--- config.mk ---
export PLATFORM = sky130hd
export DESIGN_NAME = bus_arbiter
export DESIGN_NICKNAME = d
export VERILOG_FILES = /design/src/rtl/bus_pkg.sv /design/src/rtl/rr_arbiter2.sv /design/src/rtl/bus_arbiter.sv
export SDC_FILE = /design/constraint.sdc
export NUM_CORES = 1
export LEC_CHECK = 0
export ABC_AREA = 1
export BUFFER_PORTS_ARGS = -buffer_cell sky130_fd_sc_hd__buf_2
export CORE_MARGIN = 4
export CORE_UTILIZATION = 25
export CTS_CLUSTER_DIAMETER = 100
export DETAILED_ROUTE_END_ITERATION = 8
export PLACE_DENSITY = 0.61
export SKIP_LAST_GASP = 1
export SYNTH_ARGS = -nofsm -noshare
export SYNTH_HDL_FRONTEND = slang
export SYNTH_SLANG_ARGS = --single-unit
--- constraint.sdc ---
create_clock -name i_clk -period 1.7 [get_ports i_clk]
set_clock_uncertainty 0.1 [all_clocks]
set_input_delay 0.34 -clock i_clk [delete_from_list [all_inputs] [get_ports i_clk]]
set_output_delay 0.34 -clock i_clk [all_outputs]
set_load 0.02 [all_outputs]
--- src/rtl/bus_pkg.sv ---
// Shared definitions for the two-port bus arbiter.
//   state_e  : transfer sequencer states (idle, strobe high, strobe released)
//   PORT_CPU : request port index of the CPU core
//   PORT_DMA : request port index of the DMA/video engine
package bus_pkg;

    typedef enum logic [1:0] {
        StIdle    = 2'd0,
        StStrobe  = 2'd1,
        StRelease = 2'd2
    } state_e;

    // One-bit indices so they select directly into the 2-bit per-port vectors.
    localparam logic PORT_CPU = 1'b0;
    localparam logic PORT_DMA = 1'b1;

endpackage

--- src/rtl/rr_arbiter2.sv ---
// Two-requester winner selection with a registered last-grant pointer.
//   clk, rst_n : clock and synchronous active-low reset
//   req        : per-port request vector
//   update     : pulse when the current transfer completes or aborts
//   done_port  : index of the port whose transfer just ended (valid with update)
//   grant      : combinational one-hot winner, 0 when nobody requests
module rr_arbiter2
    import bus_pkg::*;
#(
    parameter int unsigned CPU_PRIORITY = 0
) (
    input  logic       clk,
    input  logic       rst_n,
    input  logic [1:0] req,
    input  logic       update,
    input  logic       done_port,
    output logic [1:0] grant
);

    logic last_q;
    logic last_d;

    always_comb begin
        last_d = last_q;
        if (update) begin
            last_d = done_port;
        end
    end

    // Pointer starts at the DMA port so the CPU wins the first tie.
    always_ff @(posedge clk) begin
        if (!rst_n) begin
            last_q <= PORT_DMA;
        end else begin
            last_q <= last_d;
        end
    end

    always_comb begin
        grant = 2'b00;
        unique case (req)
            2'b01: grant[PORT_CPU] = 1'b1;
            2'b10: grant[PORT_DMA] = 1'b1;
            2'b11: begin
                if ((CPU_PRIORITY != 0) || (last_q == PORT_DMA)) begin
                    grant[PORT_CPU] = 1'b1;
                end else begin
                    grant[PORT_DMA] = 1'b1;
                end
            end
            default: grant = 2'b00;
        endcase
    end

endmodule

--- src/rtl/bus_arbiter.sv ---
// Two-port bus arbiter and four-phase strobe/ready transfer sequencer.
//   i_clk, i_rst_n          : clock, synchronous active-low reset
//   i_req, i_we             : per-port request and write enable
//   i_addr0/1, i_wdata0/1   : per-port address and write data
//   o_ack, o_err            : per-port completion pulse; err marks a timeout abort
//   o_rdata                 : read data, held until the next read completes
//   o_grant                 : one-hot owner of the transfer in flight
//   o_bus_clk, o_bus_we     : bus strobe and write enable
//   o_bus_addr, o_bus_data  : bus address and write data
//   i_bus_data              : bus read data
//   i_bus_data_ready        : target acknowledge
module bus_arbiter
    import bus_pkg::*;
#(
    parameter int unsigned ADDR_W       = 32,
    parameter int unsigned DATA_W       = 32,
    parameter int unsigned CPU_PRIORITY = 0,
    parameter int unsigned TIMEOUT      = 255
) (
    input  logic              i_clk,
    input  logic              i_rst_n,
    input  logic [1:0]        i_req,
    input  logic [1:0]        i_we,
    input  logic [ADDR_W-1:0] i_addr0,
    input  logic [ADDR_W-1:0] i_addr1,
    input  logic [DATA_W-1:0] i_wdata0,
    input  logic [DATA_W-1:0] i_wdata1,
    output logic [1:0]        o_ack,
    output logic              o_err,
    output logic [DATA_W-1:0] o_rdata,
    output logic [1:0]        o_grant,
    output logic              o_bus_clk,
    output logic              o_bus_we,
    output logic [ADDR_W-1:0] o_bus_addr,
    output logic [DATA_W-1:0] o_bus_data,
    input  logic [DATA_W-1:0] i_bus_data,
    input  logic              i_bus_data_ready
);

    // The counter only has to reach TIMEOUT-1 before the state is left.
    localparam int unsigned CNT_W = (TIMEOUT < 2) ? 1 : $clog2(TIMEOUT);

    state_e             state_q, state_d;
    logic [CNT_W-1:0]   cnt_q, cnt_d;
    logic [1:0]         grant_q, grant_d;
    logic               bus_clk_q, bus_clk_d;
    logic               bus_we_q, bus_we_d;
    logic [ADDR_W-1:0]  bus_addr_q, bus_addr_d;
    logic [DATA_W-1:0]  bus_data_q, bus_data_d;
    logic [DATA_W-1:0]  rdata_q, rdata_d;
    logic [1:0]         ack_q, ack_d;
    logic               err_q, err_d;

    logic [1:0]         win;
    logic               arb_update;
    logic               tmo_hit;

    rr_arbiter2 #(
        .CPU_PRIORITY (CPU_PRIORITY)
    ) u_rr_arbiter2 (
        .clk       (i_clk),
        .rst_n     (i_rst_n),
        .req       (i_req),
        .update    (arb_update),
        .done_port (grant_q[PORT_DMA]),
        .grant     (win)
    );

    // cnt_q counts completed cycles in the state, so the current cycle is the
    // TIMEOUT-th one when cnt_q == TIMEOUT-1; the strobe is then high for
    // exactly TIMEOUT cycles before the abort ack.
    assign tmo_hit = (TIMEOUT != 0) && (32'(cnt_q) == TIMEOUT - 32'd1);

    always_comb begin
        state_d    = state_q;
        cnt_d      = cnt_q;
        grant_d    = grant_q;
        bus_clk_d  = bus_clk_q;
        bus_we_d   = bus_we_q;
        bus_addr_d = bus_addr_q;
        bus_data_d = bus_data_q;
        rdata_d    = rdata_q;
        ack_d      = 2'b00;
        err_d      = 1'b0;
        arb_update = 1'b0;

        unique case (state_q)
            StIdle: begin
                // A target still holding ready from the last transfer blocks a new strobe.
                if ((i_req != 2'b00) && !i_bus_data_ready) begin
                    state_d   = StStrobe;
                    cnt_d     = '0;
                    grant_d   = win;
                    bus_clk_d = 1'b1;
                    if (win[PORT_DMA]) begin
                        bus_we_d   = i_we[PORT_DMA];
                        bus_addr_d = i_addr1;
                        bus_data_d = i_wdata1;
                    end else begin
                        bus_we_d   = i_we[PORT_CPU];
                        bus_addr_d = i_addr0;
                        bus_data_d = i_wdata0;
                    end
                end
            end

            StStrobe: begin
                // Ready wins over a timeout landing on the same cycle.
                if (i_bus_data_ready || tmo_hit) begin
                    if (i_bus_data_ready && !bus_we_q) begin
                        rdata_d = i_bus_data;
                    end
                    ack_d      = grant_q;
                    err_d      = !i_bus_data_ready;
                    bus_clk_d  = 1'b0;
                    state_d    = StRelease;
                    cnt_d      = '0;
                    arb_update = 1'b1;
                end else begin
                    cnt_d = cnt_q + CNT_W'(1);
                end
            end

            StRelease: begin
                if (!i_bus_data_ready || tmo_hit) begin
                    state_d = StIdle;
                    grant_d = 2'b00;
                    cnt_d   = '0;
                end else begin
                    cnt_d = cnt_q + CNT_W'(1);
                end
            end

            default: begin
                state_d   = StIdle;
                grant_d   = 2'b00;
                bus_clk_d = 1'b0;
                cnt_d     = '0;
            end
        endcase
    end

    always_ff @(posedge i_clk) begin
        if (!i_rst_n) begin
            state_q    <= StIdle;
            cnt_q      <= '0;
            grant_q    <= 2'b00;
            bus_clk_q  <= 1'b0;
            bus_we_q   <= 1'b0;
            bus_addr_q <= '0;
            bus_data_q <= '0;
            rdata_q    <= '0;
            ack_q      <= 2'b00;
            err_q      <= 1'b0;
        end else begin
            state_q    <= state_d;
            cnt_q      <= cnt_d;
            grant_q    <= grant_d;
            bus_clk_q  <= bus_clk_d;
            bus_we_q   <= bus_we_d;
            bus_addr_q <= bus_addr_d;
            bus_data_q <= bus_data_d;
            rdata_q    <= rdata_d;
            ack_q      <= ack_d;
            err_q      <= err_d;
        end
    end

    assign o_ack      = ack_q;
    assign o_err      = err_q;
    assign o_rdata    = rdata_q;
    assign o_grant    = grant_q;
    assign o_bus_clk  = bus_clk_q;
    assign o_bus_we   = bus_we_q;
    assign o_bus_addr = bus_addr_q;
    assign o_bus_data = bus_data_q;

endmodule

==> flow_metrics.py, run 1 <==
metrics = {
    "sta": {
        "relSlewSlack_pct": 76.3,
        "fin_ws_ns": 0.0936,
        "period_share_pct": 94.5,
        "max_freq_mhz": 623,
        "rsz0062_at_grt": "yes",
        "finalHoldViolCount": 0,
        "fin_setup_tns_ns": 0,
        "slew_viol_final": 0,
        "tightest_slew_ns": 0.355,
        "holdWs_ns": 0.0505,
        "min_period_ns": 1.61,
        "finalSetupViolCount": 0,
    },
    "cells_and_area": {
        "antenna_cells_inserted": 0,
        "layout.cells.non_filler": 1142,
        "fin_area_sq_um": 7130,
        "area_growth_pct": 51.5,
        "drive_gt1_share_pct": 37.1,
        "multi_input_area_sq_um": 2120,
        "fin_util_pct": 39.2,
        "fill_cells": 1841,
        "ff_latch_area_sq_um": 2280,
        "final_nets": 1072,
    },
    "worst_setup_path": {
        "worst-path-max-fanout": 22,
        "r2r-start": "state_q[0]$_SDFFE_PN0P_",
        "path_class": "register to register",
        "arrival_ns": 1.84,
        "path_buf_inv": 4,
        "crit_family": "buffers and inverters",
        "crit_path_start_kind": "register",
        "crit_chain": "inv_1 -> ha_2 -> inv_1 -> nor2_4 -> buf_12 -> buf_12 -> o21ai_0 -> a31oi_1",
        "cp.required_ns": 1.94,
        "rr_worst_depth": 8,
        "cp_slowest_stage_delay_ns": 0.33,
        "slowest_stage": "dfxtp_1",
        "r2r_setup_slack_ns": 0.09,
        "r2r_end": "o_bus_data[28]$_SDFFE_PN0P_",
        "crit_path_end_kind": "register",
    },
    "grt": {
        "grt_start_max_net_pins": 66,
        "grt_antenna_before_repair": 0,
        "grt_pass1_wl_mm": 25.2,
        "grt_pass1_vias": 4881,
        "grt_overflow_total": 0,
        "track_usage_pct": 14.7,
    },
    "logic_synthesis": {
        "yosysUniqueCellTypes": 24,
        "synth_area_leader_cell": "dfxtp_1",
        "synthTopCellsByArea": "dfxtp_1 48%, nand2_1 13%, o21ai_0 9.6%, a31oi_1 8.6%, nor2_1 6.3%",
        "yosysMostFrequentCell": "nand2_1",
        "syn_area_per_cell_sq_um": 7.42,
        "seq_area_frac_synth_pct": 48.5,
        "ys_ff_latch": 114,
        "syn_area_sq_um": 4710,
        "synth_ff_type": "dfxtp_1",
        "syn_nets": 806,
        "async_reset_ff_share_pct": 0,
        "synth_commonest_cells": "160 x nand2_1, 114 x dfxtp_1, 90 x o21ai_0",
        "synth_edf_count": 0,
        "postSynthCellCount": 634,
        "synth_top_area_share_pct": 48.5,
        "yosysWarnings": 0,
    },
    "min_path": {
        "hp-class": "input port to register",
        "min_path_cells": 3,
        "hold_start": "i_bus_data[19]",
        "whs_endpoint": "o_rdata[19]$_SDFFE_PN0P_",
    },
    "placed_design": {
        "dp_slack_ns": 0.0606,
        "dp_cells": 1108,
        "io_buffers": 269,
        "dpl_cell_area_sq_um": 6410,
        "place_hpwl_mm": 11.5,
        "globalplace.congestion": 0.791,
    },
    "pwr": {
        "p_leak_nw": 3.53,
        "total_power_mw": 9.10,
        "p_comb_share_pct": 20.8,
        "swShare_pct": 28.6,
        "peakVddDrop_mv": 0.646,
        "seqPwrFrac_pct": 34.3,
        "internal_power_mw": 6.49,
        "power.switching_mw": 2.60,
        "powerDensity_nw_per_um2": 1280,
        "pwr-share-clk_pct": 44.9,
    },
    "clock_tree": {
        "cts_buffers": 17,
        "cts.sinks": 114,
        "clock_path_buffers": 2,
        "clk_pin_slew_ns": 0.06,
        "cts-root-buf": "clkbuf_16",
        "clk_latency_ns": 0.41,
        "h-tree-depth": 4,
        "cts_tree": "yes",
    },
    "detailed_routing": {
        "wirelength_mm": 16.1,
        "route.detailed.drc": 0,
        "wire_per_inst_um": 14.1,
        "dr.first_iter.drc_count": 207,
        "firstDrtPassIters": 5,
        "vias": 5181,
        "viasPerCell": 4.54,
        "ant_nets": 0,
    },
    "floorplanning": {
        "dieHeight_um": 145,
        "initial_core_util_pct": 25.8,
        "num_rows": 49,
        "die-area_sq_um": 21100,
        "coreArea_sq_um": 18200,
        "ioPinCount": 270,
        "die_w_um": 145,
    },
    "outcome": {
        "status": "finished clean",
    },
    "job": {
        "drv_cap": 0,
    },
}
[layout make-up]
type | instances | share of cell area [%]
Clock buffer | 19 | 6.21
Tap cell | 229 | 4.02
Multi-Input combinational cell | 449 | 29.7
Timing Repair Buffer | 294 | 23.6
Clock inverter | 13 | 3.26
Inverter | 24 | 1.26
Sequential cell | 114 | 32.0
[power by group through the flow]
| stage | combinational (mW) | clock [mW] | sequential [mW] |
|---|---|---|---|
| floorplan | 0.725 | 0 | 3.51 |
| global placement | 1.86 | 0 | 3.17 |
| detailed placement | 1.87 | 0 | 3.17 |
| CTS | 1.87 | 4.21 | 3.12 |
| global route | 2.07 | 4.33 | 3.15 |
| finish | 1.89 | 4.09 | 3.12 |
[cell families (layout without fill, tap and decap cells)]
family                     Yosys count  in the layout  synth area share [%]
DFF                                114            114                  48.5
and+or+nand+nor                    261            261                  21.8
adders and majority gates            5              5                  1.33
AOI/OAI and AO/OA                  182            182                  21.2
xor gates and xnor gates             1              1                 0.186
buffers and inverters               71            350                  6.91
[registers in the layout, summed over array words and instances (netlist names)]
register and cells:
o_bus_addr 32, o_err 1, o_bus_clk 1, cnt_q 8
o_bus_data 32, o_bus_we 1, o_ack 2, state_q 2
o_grant 2, u_rr_arbiter2.last_q 1, o_rdata 32
[worst min-delay path, cell delays in order]
cell and delay (ns):
buf_2 0.07, nor2_1 0.03, nor2_1 0.08
[layer usage]
| metal | up-vias | routed length, um | GRT usage (%) |
|---|---|---|---|
| met1 | 2282 | 6990 | 17.8 |
| met2 | 214 | 7570 | 24.5 |
| li1 | 2668 | - | - |
| met4 | 0 | 238 | 4.75 |
| met5 | - | 0 | 0 |
| met3 | 17 | 1300 | 5.24 |
[placed cells by master (no fill, tap or decap), types with 6 or more instances in the layout]
master / netlist / routed
nor2_1: 79 / 78
buf_12: 0 / 10
a31oi_1: 65 / 65
nand2_1: 160 / 158
buf_4: 8 / 13
bufinv_16: 0 / 6
o21ai_1: 14 / 14
dfxtp_1: 114 / 114
inv_1: 22 / 21
buf_2: 17 / 269
a21oi_1: 11 / 11
nand3_1: 14 / 14
o21ai_0: 90 / 90
clkbuf_16: 0 / 18
[worst max path at each step]
stage / from / cells after the start / to / slack (ns)
detailed placement: state_q[0]$_SDFFE_PN0P_ / 8 / o_bus_addr[21]$_SDFFE_PN0P_ / 0.06
finish: state_q[0]$_SDFFE_PN0P_ / 8 / o_bus_data[28]$_SDFFE_PN0P_ / 0.09
global placement: state_q[0]$_SDFFE_PN0P_ / 8 / o_bus_addr[25]$_SDFFE_PN0P_ / 0.12
global route: state_q[0]$_SDFFE_PN0P_ / 8 / o_bus_data[0]$_SDFFE_PN0P_ / -0.05
CTS: state_q[0]$_SDFFE_PN0P_ / 8 / o_bus_addr[21]$_SDFFE_PN0P_ / 0.06
floorplan: state_q[1]$_SDFFE_PN0P_ / 8 / o_rdata[10]$_SDFFE_PN0P_ / 0.22
[what timing repair did]
| action | CTS | global route |
|---|---|---|
| setup endpoints to repair | 0 | 38 |
| setup buffers | 0 | 1 |
| endpoints found under the hold margin | 0 | 0 |
| hold buffers | 0 | 0 |
| gates resized for setup | 0 | 4 |
(Power assumes the default switching activity.)
==> inputs of run 2 (changes only) <==
- CELL_PAD_IN_SITES_DETAIL_PLACEMENT: default -> 1
- CELL_PAD_IN_SITES_GLOBAL_PLACEMENT: default -> 2
- CORE_MARGIN: 4 -> default
- CORE_UTILIZATION: 25 -> 22
- PLACE_DENSITY: 0.61 -> 0.89
==> flow_metrics.py, run 2 (synthesis gave the netlist of run 1 again) <==
metrics = {
    "outcome": {
        "status": "finished clean",
    },
    "floorplanning": {
        "die-area_sq_um": 22000,
        "initial_core_util_pct": 22.4,
        "num_rows": 53,
        "coreArea_sq_um": 21000,
        "ioPinCount": 270,
        "dieHeight_um": 148,
        "die_w_um": 148,
    },
    "min_path": {
        "min_path_cells": 3,
        "whs_endpoint": "o_rdata[30]$_SDFFE_PN0P_",
        "hold_start": "i_bus_data[30]",
        "hp-class": "input port to register",
    },
    "worst_setup_path": {
        "crit_path_end_kind": "register",
        "crit_chain": "inv_1 -> ha_2 -> inv_1 -> nor2_4 -> buf_12 -> buf_12 -> clkbuf_16 -> a31oi_1",
        "cp.required_ns": 1.88,
        "r2r_end": "o_bus_addr[15]$_SDFFE_PN0P_",
        "path_buf_inv": 5,
        "rr_worst_depth": 8,
        "r2r-start": "state_q[1]$_SDFFE_PN0P_",
        "path_class": "register to register",
        "arrival_ns": 1.83,
        "worst-path-max-fanout": 17,
        "cp_slowest_stage_delay_ns": 0.32,
        "r2r_setup_slack_ns": 0.05,
        "slowest_stage": "dfxtp_1",
        "crit_path_start_kind": "register",
        "crit_family": "buffers and inverters",
    },
    "detailed_routing": {
        "wire_per_inst_um": 15.4,
        "firstDrtPassIters": 4,
        "wirelength_mm": 18.2,
        "route.detailed.drc": 0,
        "viasPerCell": 4.52,
        "vias": 5353,
        "dr.first_iter.drc_count": 161,
        "ant_nets": 0,
    },
    "pwr": {
        "powerDensity_nw_per_um2": 1240,
        "peakVddDrop_mv": 0.577,
        "p_leak_nw": 3.54,
        "total_power_mw": 9.00,
    },
    "cells_and_area": {
        "drive_gt1_share_pct": 37.6,
        "area_growth_pct": 54.0,
        "fin_util_pct": 34.5,
        "fill_cells": 2663,
        "layout.cells.non_filler": 1185,
        "multi_input_area_sq_um": 2150,
        "ff_latch_area_sq_um": 2280,
        "antenna_cells_inserted": 0,
        "final_cell_mix": "269 x buf_2, 159 x nand2_1, 114 x dfxtp_1",
        "final_common_cell": "buf_2",
        "final_nets": 1069,
        "fin_area_sq_um": 7250,
    },
    "sta": {
        "finalSetupViolCount": 0,
        "fin_ws_ns": 0.0469,
        "relSlewSlack_pct": 82.4,
        "finalHoldViolCount": 0,
        "tightest_slew_ns": 0.263,
        "fin_setup_tns_ns": 0,
        "slew_viol_final": 0,
        "min_period_ns": 1.65,
        "max_freq_mhz": 605,
        "rsz0062_at_grt": "yes",
        "holdWs_ns": 0.0587,
        "period_share_pct": 97.2,
    },
    "placed_design": {
        "io_buffers": 269,
        "dpl_cell_area_sq_um": 6390,
        "globalplace.congestion": 0.776,
        "place_hpwl_mm": 12.1,
        "dp_cells": 1145,
        "dp_slack_ns": 0.0356,
    },
    "clock_tree": {
        "cts.sinks": 114,
        "holdBufCountCts": 0,
        "cts-root-buf": "clkbuf_16",
        "cts_buffers": 17,
        "clk_latency_ns": 0.40,
        "clk_pin_slew_ns": 0.06,
        "h-tree-depth": 4,
        "cts_tree": "yes",
        "clock_path_buffers": 2,
    },
    "grt": {
        "grt_pass1_vias": 5353,
        "grt_pass1_wl_mm": 27.1,
        "grt_start_max_net_pins": 69,
        "grt_antenna_before_repair": 1,
        "track_usage_pct": 15.5,
        "grt_overflow_total": 0,
    },
    "job": {
        "drv_cap": 0,
    },
}
==> run 2: cell type report <==
cell class | instances | share of cell area (%)
flip-flops and latches | 114 | 31.5
multi-input cells | 449 | 29.7
repair buffers | 291 | 24.0
clock buffers | 20 | 6.30
well taps | 275 | 4.75
clock inverters | 12 | 2.50
inverters | 24 | 1.24
==> run 2: worst max path at each step <==
stage          cells after the start  slack (ns)                    start                          end
2_1_floorplan                      8        0.22  state_q[1]$_SDFFE_PN0P_     o_rdata[10]$_SDFFE_PN0P_
3_3_place_gp                       8        0.11  state_q[1]$_SDFFE_PN0P_      o_rdata[0]$_SDFFE_PN0P_
3_5_place_dp                       7        0.04  state_q[1]$_SDFFE_PN0P_  o_bus_addr[30]$_SDFFE_PN0P_
4_1_cts                            7        0.03  state_q[1]$_SDFFE_PN0P_  o_bus_addr[28]$_SDFFE_PN0P_
5_1_grt                            8       -0.03  state_q[1]$_SDFFE_PN0P_  o_bus_addr[15]$_SDFFE_PN0P_
6_report                           8        0.05  state_q[1]$_SDFFE_PN0P_  o_bus_addr[15]$_SDFFE_PN0P_
==> run 2: what timing repair did <==
action / 4_1_cts / 5_1_grt
setup buffers: 0 / 2
resized for setup: 0 / 12
endpoints found under the setup margin: 0 / 100
endpoints found under the hold margin: 0 / 0
==> run 2: tightest hold or removal path, cell delays in order <==
cell and delay [ns]:
buf_2 0.07, nor2_1 0.03, nor2_1 0.08
==> run 2: power breakdown <==
part | switching, mW | internal (mW)
registers | 0.147 | 2.97
clock network | 1.33 | 2.54
logic | 1.24 | 0.770
total | 2.72 | 6.28
==> run 2: per-layer routing <==
metal / vias up / wire length (um) / GRT usage, %
li1: 2657 / - / -
met1: 2493 / 7880 / 18.1
met2: 189 / 8830 / 26.7
met3: 12 / 1350 / 4.91
met4: 2 / 144 / 4.85
met5: - / 16 / 0
==> inputs of run 3 (changes only) <==
- PLACE_DENSITY: 0.89 -> default
- PLACE_DENSITY_LB_ADDON: default -> 0.1
==> flow_metrics.py, run 3 (synthesis gave the netlist of run 1 again) <==
metrics = {
    "cells_and_area": {
        "fin_util_pct": 34.8,
        "fill_cells": 2610,
        "area_growth_pct": 55.3,
        "final_nets": 1077,
        "multi_input_area_sq_um": 2130,
        "drive_gt1_share_pct": 38.0,
        "ff_latch_area_sq_um": 2280,
        "final_common_cell": "buf_2",
        "final_cell_mix": "269 x buf_2, 159 x nand2_1, 112 x dfxtp_1",
        "fin_area_sq_um": 7310,
    },
    "floorplanning": {
        "initial_core_util_pct": 22.4,
        "die_w_um": 148,
        "dieHeight_um": 148,
        "ioPinCount": 270,
        "coreArea_sq_um": 21000,
        "die-area_sq_um": 22000,
        "num_rows": 53,
    },
    "placed_design": {
        "dpl_cell_area_sq_um": 6490,
        "place_hpwl_mm": 13.5,
        "globalplace.congestion": 0.742,
        "dp_slack_ns": -0.00175,
        "io_buffers": 269,
    },
    "pwr": {
        "peakVddDrop_mv": 0.586,
        "p_leak_nw": 3.58,
        "total_power_mw": 8.95,
        "powerDensity_nw_per_um2": 1230,
    },
    "detailed_routing": {
        "ant_nets": 0,
        "vias": 5386,
        "wirelength_mm": 18.9,
        "firstDrtPassIters": 4,
        "viasPerCell": 4.51,
        "route.detailed.drc": 0,
        "dr.first_iter.drc_count": 176,
        "wire_per_inst_um": 15.9,
    },
    "grt": {
        "grt_antenna_before_repair": 0,
        "grt_overflow_total": 0,
        "grt_pass1_wl_mm": 28.9,
        "grt_pass1_vias": 5496,
        "track_usage_pct": 17.0,
        "grt_start_max_net_pins": 65,
    },
    "sta": {
        "min_period_ns": 1.65,
        "finalSetupViolCount": 0,
        "fin_setup_tns_ns": 0,
        "max_freq_mhz": 604,
        "period_share_pct": 97.3,
        "relSlewSlack_pct": 70.0,
        "tightest_slew_ns": 0.450,
        "rsz0062_at_grt": "yes",
        "fin_ws_ns": 0.0451,
        "slew_viol_final": 0,
        "finalHoldViolCount": 0,
    },
    "clock_tree": {
        "cts.sinks": 114,
        "holdBufCountCts": 0,
        "clock_path_buffers": 2,
        "cts_tree": "yes",
        "cts-root-buf": "clkbuf_16",
        "h-tree-depth": 4,
        "cts_buffers": 17,
        "clk_latency_ns": 0.42,
        "clk_pin_slew_ns": 0.06,
    },
    "worst_setup_path": {
        "crit_path_start_kind": "register",
        "path_class": "register to register",
        "rr_worst_depth": 8,
        "cp.required_ns": 1.94,
        "arrival_ns": 1.89,
        "worst-path-max-fanout": 15,
        "crit_path_end_kind": "register",
    },
    "min_path": {
        "hp-class": "input port to register",
        "min_path_cells": 3,
    },
    "outcome": {
        "status": "finished clean",
    },
    "job": {
        "drv_cap": 0,
    },
}
## run 3: cell count changes in the layout (fill, tap and decap cells not counted), sizes merged
cell	delta
bufinv	-1
bufbuf	+2
buf	+7
clkbuf	-3
inv	+4
clkinvlp	+3
clkinv	-4
diode	+1
## run 3: per-layer routing
layer / GRT usage, % / up-vias / wire length [um]
li1: - / 2674 / -
met1: 18.5 / 2533 / 7640
met2: 30.1 / 153 / 9630
met3: 6.38 / 26 / 1300
met4: 6.13 / 0 / 363
met5: 0 / - / 0
## run 3: where the power goes
group          internal (mW)  total [mW]  switching [mW]
registers               2.98        3.12           0.148
logic                  0.832        2.06            1.23
clock network           2.36        3.77            1.41
total                   6.17        8.95            2.78
## run 3: area by class of cell
class	count	area share, %
clock buffer	18	6.01
antenna	1	0.0342
multi-input combinational	449	29.2
clock inverter	14	2.43
tap	275	4.71
sequential	114	31.3
inverter	24	1.23
timing repair buffer	299	25.1
## run 3: what timing repair did
| action | 4_1_cts | 5_1_grt |
|---|---|---|
| cloned | 2 | 3 |
| buffers inserted | 1 | 2 |
| setup endpoints to repair | 2 | 65 |
| pin swaps | 1 | 1 |
| resized for setup | 2 | 10 |
## run 3: path summary, 6_finish.rpt
check | endpoint | slack (ns) | from
worst min register to register | o_bus_clk$_SDFFE_PN0P_ | 0.36 | o_bus_clk$_SDFFE_PN0P_
worst max-delay path | o_bus_data[3]$_SDFFE_PN0P_ | 0.05 | state_q[0]$_SDFFE_PN0P_
worst max register to register | o_bus_data[3]$_SDFFE_PN0P_ | 0.05 | state_q[0]$_SDFFE_PN0P_
worst min-delay path | o_rdata[26]$_SDFFE_PN0P_ | 0.04 | i_bus_data[26]
## run 3: stage by stage
stage | std cells | hold WS [ns]
floorplan | 634 | 0.338
global placement | 1153 | 0.339
detailed placement | 1153 | 0.357
CTS | 1188 | 0.0259
global route | 1193 | 0.0292
finish | 1194 | 0.0442
## run 3: critical path: stages (launching register included)
cell and delay (ns):
dfxtp_2 0.33, inv_2 0.08, ha_4 0.15, inv_1 0.07
nor2_4 0.19, bufbuf_16 0.30, buf_12 0.13, o21ai_0 0.08
a31oi_1 0.15
